--- config.mk ---
export PLATFORM = sky130hd
export DESIGN_NAME = fifo_rd_ctrl
export DESIGN_NICKNAME = d
export VERILOG_FILES = /design/src/rtl/fifo_rd_ctrl.sv
export SDC_FILE = /design/constraint.sdc
export NUM_CORES = 1
export LEC_CHECK = 0
export BUFFER_PORTS_ARGS = -buffer_cell sky130_fd_sc_hd__buf_2
export CORE_UTILIZATION = 52
export DETAILED_ROUTE_END_ITERATION = 6
export PLACE_DENSITY = 0.93
export SLEW_MARGIN = 25
export SYNTH_ARGS = -nofsm -noshare
export SYNTH_HDL_FRONTEND = slang
export SYNTH_SLANG_ARGS = --single-unit
--- constraint.sdc ---
create_clock -name r_clk -period 2.55 [get_ports r_clk]
set_clock_uncertainty 0.1 [all_clocks]
set_input_delay 0 -clock r_clk [delete_from_list [all_inputs] [get_ports r_clk]]
set_output_delay 0 -clock r_clk [all_outputs]
set_load 0.01 [all_outputs]
--- src/rtl/fifo_rd_ctrl.sv ---
// ----------------------------------------------------------------------------
// fifo_rd_ctrl
//
// Read-side controller of an asynchronous FIFO. Every flop is clocked by r_clk.
// The Gray write pointer from the write domain passes through a two-flop
// synchronizer. The block keeps binary and Gray read pointers, derives empty
// and the fill level, drives the storage read address, and presents data
// through a one-entry registered output stage with a valid/ready handshake.
//
// Parameters
//   DEPTH      storage words (power of two, >= 2)
//   DATA_WIDTH word width
//
// Ports
//   r_clk      read-domain clock
//   rst_n      synchronous active-low reset
//   wptr       Gray write pointer from the write domain (asynchronous)
//   mem_rdata  storage read data, a combinational function of raddr
//   rd_ready   consumer accepts rd_data this cycle
//   raddr      storage read address
//   rptr       registered Gray read pointer, synchronized by the write side
//   rd_valid   rd_data holds a word
//   rd_data    registered output word
//   empty      storage holds no unread word (synchronized view)
//   rd_level   words in storage, excluding the output register (0..DEPTH)
// ----------------------------------------------------------------------------
module fifo_rd_ctrl #(
    parameter int unsigned DEPTH      = 8,
    parameter int unsigned DATA_WIDTH = 8,
    localparam int unsigned AW        = $clog2(DEPTH)
) (
    input  logic                  r_clk,
    input  logic                  rst_n,
    input  logic [AW:0]           wptr,
    input  logic [DATA_WIDTH-1:0] mem_rdata,
    input  logic                  rd_ready,
    output logic [AW-1:0]         raddr,
    output logic [AW:0]           rptr,
    output logic                  rd_valid,
    output logic [DATA_WIDTH-1:0] rd_data,
    output logic                  empty,
    output logic [AW:0]           rd_level
);

    typedef enum logic {
        HOLD_EMPTY = 1'b0,
        HOLD_FULL  = 1'b1
    } state_t;

    // Synchronizer stages; wq1 is metastability-exposed and is never used
    // anywhere except as the source of wq2.
    logic [AW:0]           wq1_q, wq1_d;
    logic [AW:0]           wq2_q, wq2_d;

    // Read pointer kept in both encodings so rptr leaves the block straight
    // from a flop (no combinational glitches into the other domain).
    logic [AW:0]           rbin_q, rbin_d;
    logic [AW:0]           rptr_q, rptr_d;

    // Output stage
    state_t                state_q, state_d;
    logic [DATA_WIDTH-1:0] rd_data_q, rd_data_d;

    logic [AW:0]           wbin;
    logic [AW:0]           rbin_inc;
    logic                  pop;

    function automatic logic [AW:0] bin2gray(input logic [AW:0] b);
        return b ^ (b >> 1);
    endfunction

    // Each binary bit is the XOR of all Gray bits at or above it, i.e. the
    // XOR of every right-shifted copy of the Gray word.
    function automatic logic [AW:0] gray2bin(input logic [AW:0] g);
        logic [AW:0] b;
        b = '0;
        for (int unsigned i = 0; i <= AW; i++) begin
            b = b ^ (g >> i);
        end
        return b;
    endfunction

    always_comb begin
        wbin     = gray2bin(wq2_q);
        rbin_inc = rbin_q + 1'b1;

        empty    = (wq2_q == rptr_q);
        // Modulo-2^(AW+1) difference; the extra pointer bit lets a full
        // storage read as DEPTH rather than aliasing to zero.
        rd_level = wbin - rbin_q;

        rd_valid = (state_q == HOLD_FULL);
        raddr    = rbin_q[AW-1:0];
        rptr     = rptr_q;
        rd_data  = rd_data_q;

        // A pop refills the output register whenever it is free or being
        // drained this cycle, giving one word per cycle when streaming.
        pop = !empty && (!rd_valid || rd_ready);

        wq1_d     = wptr;
        wq2_d     = wq1_q;
        rbin_d    = rbin_q;
        rptr_d    = rptr_q;
        rd_data_d = rd_data_q;
        state_d   = state_q;

        if (pop) begin
            rbin_d    = rbin_inc;
            rptr_d    = bin2gray(rbin_inc);
            rd_data_d = mem_rdata;
        end

        case (state_q)
            HOLD_EMPTY: begin
                if (pop) begin
                    state_d = HOLD_FULL;
                end
            end
            HOLD_FULL: begin
                // Accepted with nothing to refill: the register drains.
                if (rd_ready && !pop) begin
                    state_d = HOLD_EMPTY;
                end
            end
            default: begin
                state_d = HOLD_EMPTY;
            end
        endcase
    end

    always_ff @(posedge r_clk) begin
        if (!rst_n) begin
            wq1_q     <= '0;
            wq2_q     <= '0;
            rbin_q    <= '0;
            rptr_q    <= '0;
            rd_data_q <= '0;
            state_q   <= HOLD_EMPTY;
        end else begin
            wq1_q     <= wq1_d;
            wq2_q     <= wq2_d;
            rbin_q    <= rbin_d;
            rptr_q    <= rptr_d;
            rd_data_q <= rd_data_d;
            state_q   <= state_d;
        end
    end

endmodule

==> impl_metrics.json <==
{
  "syn_inst": 118,
  "combPwrFrac_pct": 46.3,
  "cpMostUsedCell": "xor2_1",
  "drtAntennaViolNets": 0,
  "ir_drop_mv": 0.589,
  "yosys_warnings": 0,
  "fin_nets": 185,
  "p_int_w": 0.000767,
  "clk_pin_slew_ns": 0.12,
  "cts_max_path_buffers": 2,
  "die_y_um": 47.4,
  "layout_min_cycle_time_ns": 2.33,
  "initial_core_util_pct": 55.1,
  "endpoint_kind": "primary output",
  "ios": 36,
  "worst_pin_slew_ns": 0.538,
  "synth.most_common_cell": "dfxtp_1",
  "finalPower_w": 0.00127,
  "hp-class": "in -> reg",
  "diodes": 0,
  "syn2layout_area_growth_pct": 33.5,
  "crit_path_top_delay_cell": "dfxtp_1",
  "fmax_ghz": 0.429,
  "maxSlewViolCount": 0,
  "worst-path-buf-inv": 2,
  "dieArea_mm2": 0.00224,
  "path_cells": "xor2_2 -> xnor2_2 -> xor2_1 -> ha_1 -> inv_1 -> a21o_1 -> a21oi_1 -> xor2_1 -> buf_2",
  "dr.first_iter.drc_count": 29,
  "syn_area_mm2": 0.00107,
  "gp_congestion": 0.697,
  "seq_area_frac_synth_pct": 44.9,
  "num-fill-cells": 141,
  "viasPerCell": 5.26,
  "rows": 16,
  "p_leak_nw": 0.673,
  "yosys-top-cells-count": "24 x dfxtp_1, 14 x o21ai_0, 13 x nand2_1, 13 x nand3_1, 9 x and2_1",
  "io_buffers": 35,
  "power.share.clock_pct": 12.5,
  "crit_type": "reg -> out",
  "worstSetupStartpointType": "register",
  "h-tree-depth": 1,
  "synthFlopType": "dfxtp_1",
  "grt_pass1_vias": 838,
  "cts_tree": "done",
  "overflow": 0,
  "synth_area_leaders": "dfxtp_1 45%, o21ai_0 6.5%, nand3_1 6.1%, xnor2_1 5.7%, xor2_1 5.7%",
  "p_switching_w": 0.000502,
  "grt_max_degree": 38,
  "power_density_mw_per_mm2": 889,
  "p_sw_share_pct": 39.5,
  "hold_viol_final": 0,
  "vias": 1000,
  "setup_violations": 0,
  "seqPwrFrac_pct": 41.2,
  "drv_cap": 0,
  "ys_seq_elements": 24,
  "clock_latency_ns": 0.31,
  "yosys.area.top_type": "dfxtp_1",
  "hpwl_um": 1640,
  "critPathMaxFanout": 3,
  "synthArstFlopShare_pct": 0,
  "cpLargestDelayFamily": "XOR/XNOR gates",
  "dieWidth_um": 47.4,
  "coreArea_mm2": 0.00194,
  "ys_types": 24,
  "fin_crit_sh_pct": 91.5,
  "required_ns": 2.45,
  "outcome": "complete, no violations",
  "dr.pass1.iters": 5,
  "cts_sinks": 24,
  "postSynthNetCount": 138,
  "placedInstanceArea_mm2": 0.00126,
  "synth_top_area_share_pct": 44.9,
  "root_buffer": "clkbuf_4",
  "grt_pass1_wl_um": 3590,
  "wirelength_um": 2430,
  "syn_area_per_cell_um2": 9.07,
  "worst-endpoint-arrival_ns": 2.23,
  "numCtsBuffers": 3,
  "fin_area_mm2": 0.00143,
  "antenna_found_initial": 0,
  "drc_errors": 0,
  "slowest_delay_ns": 0.40,
  "track_usage_pct": 23.6,
  "synth_edf_count": 0,
  "slew_headroom_pct": 64.1,
  "wl_per_cell_um": 12.8,
  "drive_gt1_share_pct": 26.4
}
==> placed cells by master (no fill, tap or decap), types with 2 or more instances in the layout <==
master | synthesis | final
buf_2 | 0 | 35
dlygate4sd3_1 | 0 | 13
o21ai_0 | 14 | 14
xor2_1 | 7 | 6
ha_1 | 4 | 4
xnor2_1 | 7 | 6
a21oi_1 | 2 | 2
nand3_1 | 13 | 13
nand2_1 | 13 | 13
and2_1 | 9 | 9
dfxtp_1 | 24 | 24
clkbuf_4 | 0 | 3
inv_1 | 7 | 7
==> cells by family after synthesis <==
| group | synth area share (%) |
|---|---|
| simple gates | 18.2 |
| flops | 44.9 |
| compound gates | 12.9 |
| fa+ha+maj | 6.55 |
| buf+inv | 5.97 |
| xor+xnor | 11.5 |
==> metrics by stage <==
step	utilization, %	setup TNS [ns]	hold slack [ns]	setup WS [ns]	cells
after CTS	72.7	0	0.0816	0.148	190
after detailed placement	64.9	0	0.109	0.493	174
after global placement	64.9	0	0.106	0.663	174
after global routing	73.5	-0.0109	0.135	-0.0109	190
after floorplan	-	0	0.0273	0.717	118
final	73.5	0	0.0888	0.217	190
==> worst paths after layout <==
| check | start | to | slack [ns] | cells after the start |
|---|---|---|---|---|
| min | rst_n | rd_data[7] | 0.09 | 3 |
| max reg2reg | rbin_q[3] | rbin_q[3] | 0.62 | 5 |
| min reg2reg | wq1_q[0] | wq2_q[0] | 0.34 | 1 |
| max | wq2_q[2] | rd_level[3] | 0.22 | 9 |
==> worst reg2reg max path: stages (launching register included) <==
cell	delay, ns
dfxtp_1	0.44
xor2_1	0.40
o41ai_4	0.13
buf_4	0.23
or3_1	0.41
a21boi_2	0.16
==> flip-flops by register name (all words and copies together) (netlist names) <==
register	cells
rd_data	8
rbin_q	4
rptr	3
wq2_q	4
rd_valid	1
wq1_q	4
==> power by group through the flow <==
stage	registers [W]	logic [W]	clock network [W]
after floorplan	0.000554	0.000351	0
after global placement	0.000523	0.000520	0
after detailed placement	0.000527	0.000558	0
after CTS	0.000519	0.000577	0.000162
after global routing	0.000534	0.000660	0.000178
final	0.000523	0.000587	0.000159
==> layout make-up <==
cell class	instances	area [µm²]	share of cell area [%]
multi-input cells	80	552	38.7
flip-flops and latches	24	480	33.7
repair buffers	49	313	21.9
well taps	27	33.8	2.37
inverters	7	26.3	1.84
clock buffers	3	22.5	1.58
==> per-layer routing <==
layer	GRT usage, %	routed length, µm
met5	0	0
met4	12.0	83
met3	5.77	145
met2	39.2	1260
met1	28.2	939
==> what timing repair did <==
action / in CTS / in global routing
setup buffers: 0 / 0
resized for setup: 0 / 2
hold endpoints to repair: 13 / 0
hold buffers: 13 / 0
setup endpoints to repair: 0 / 3
Power figures use the tool's default switching activity.
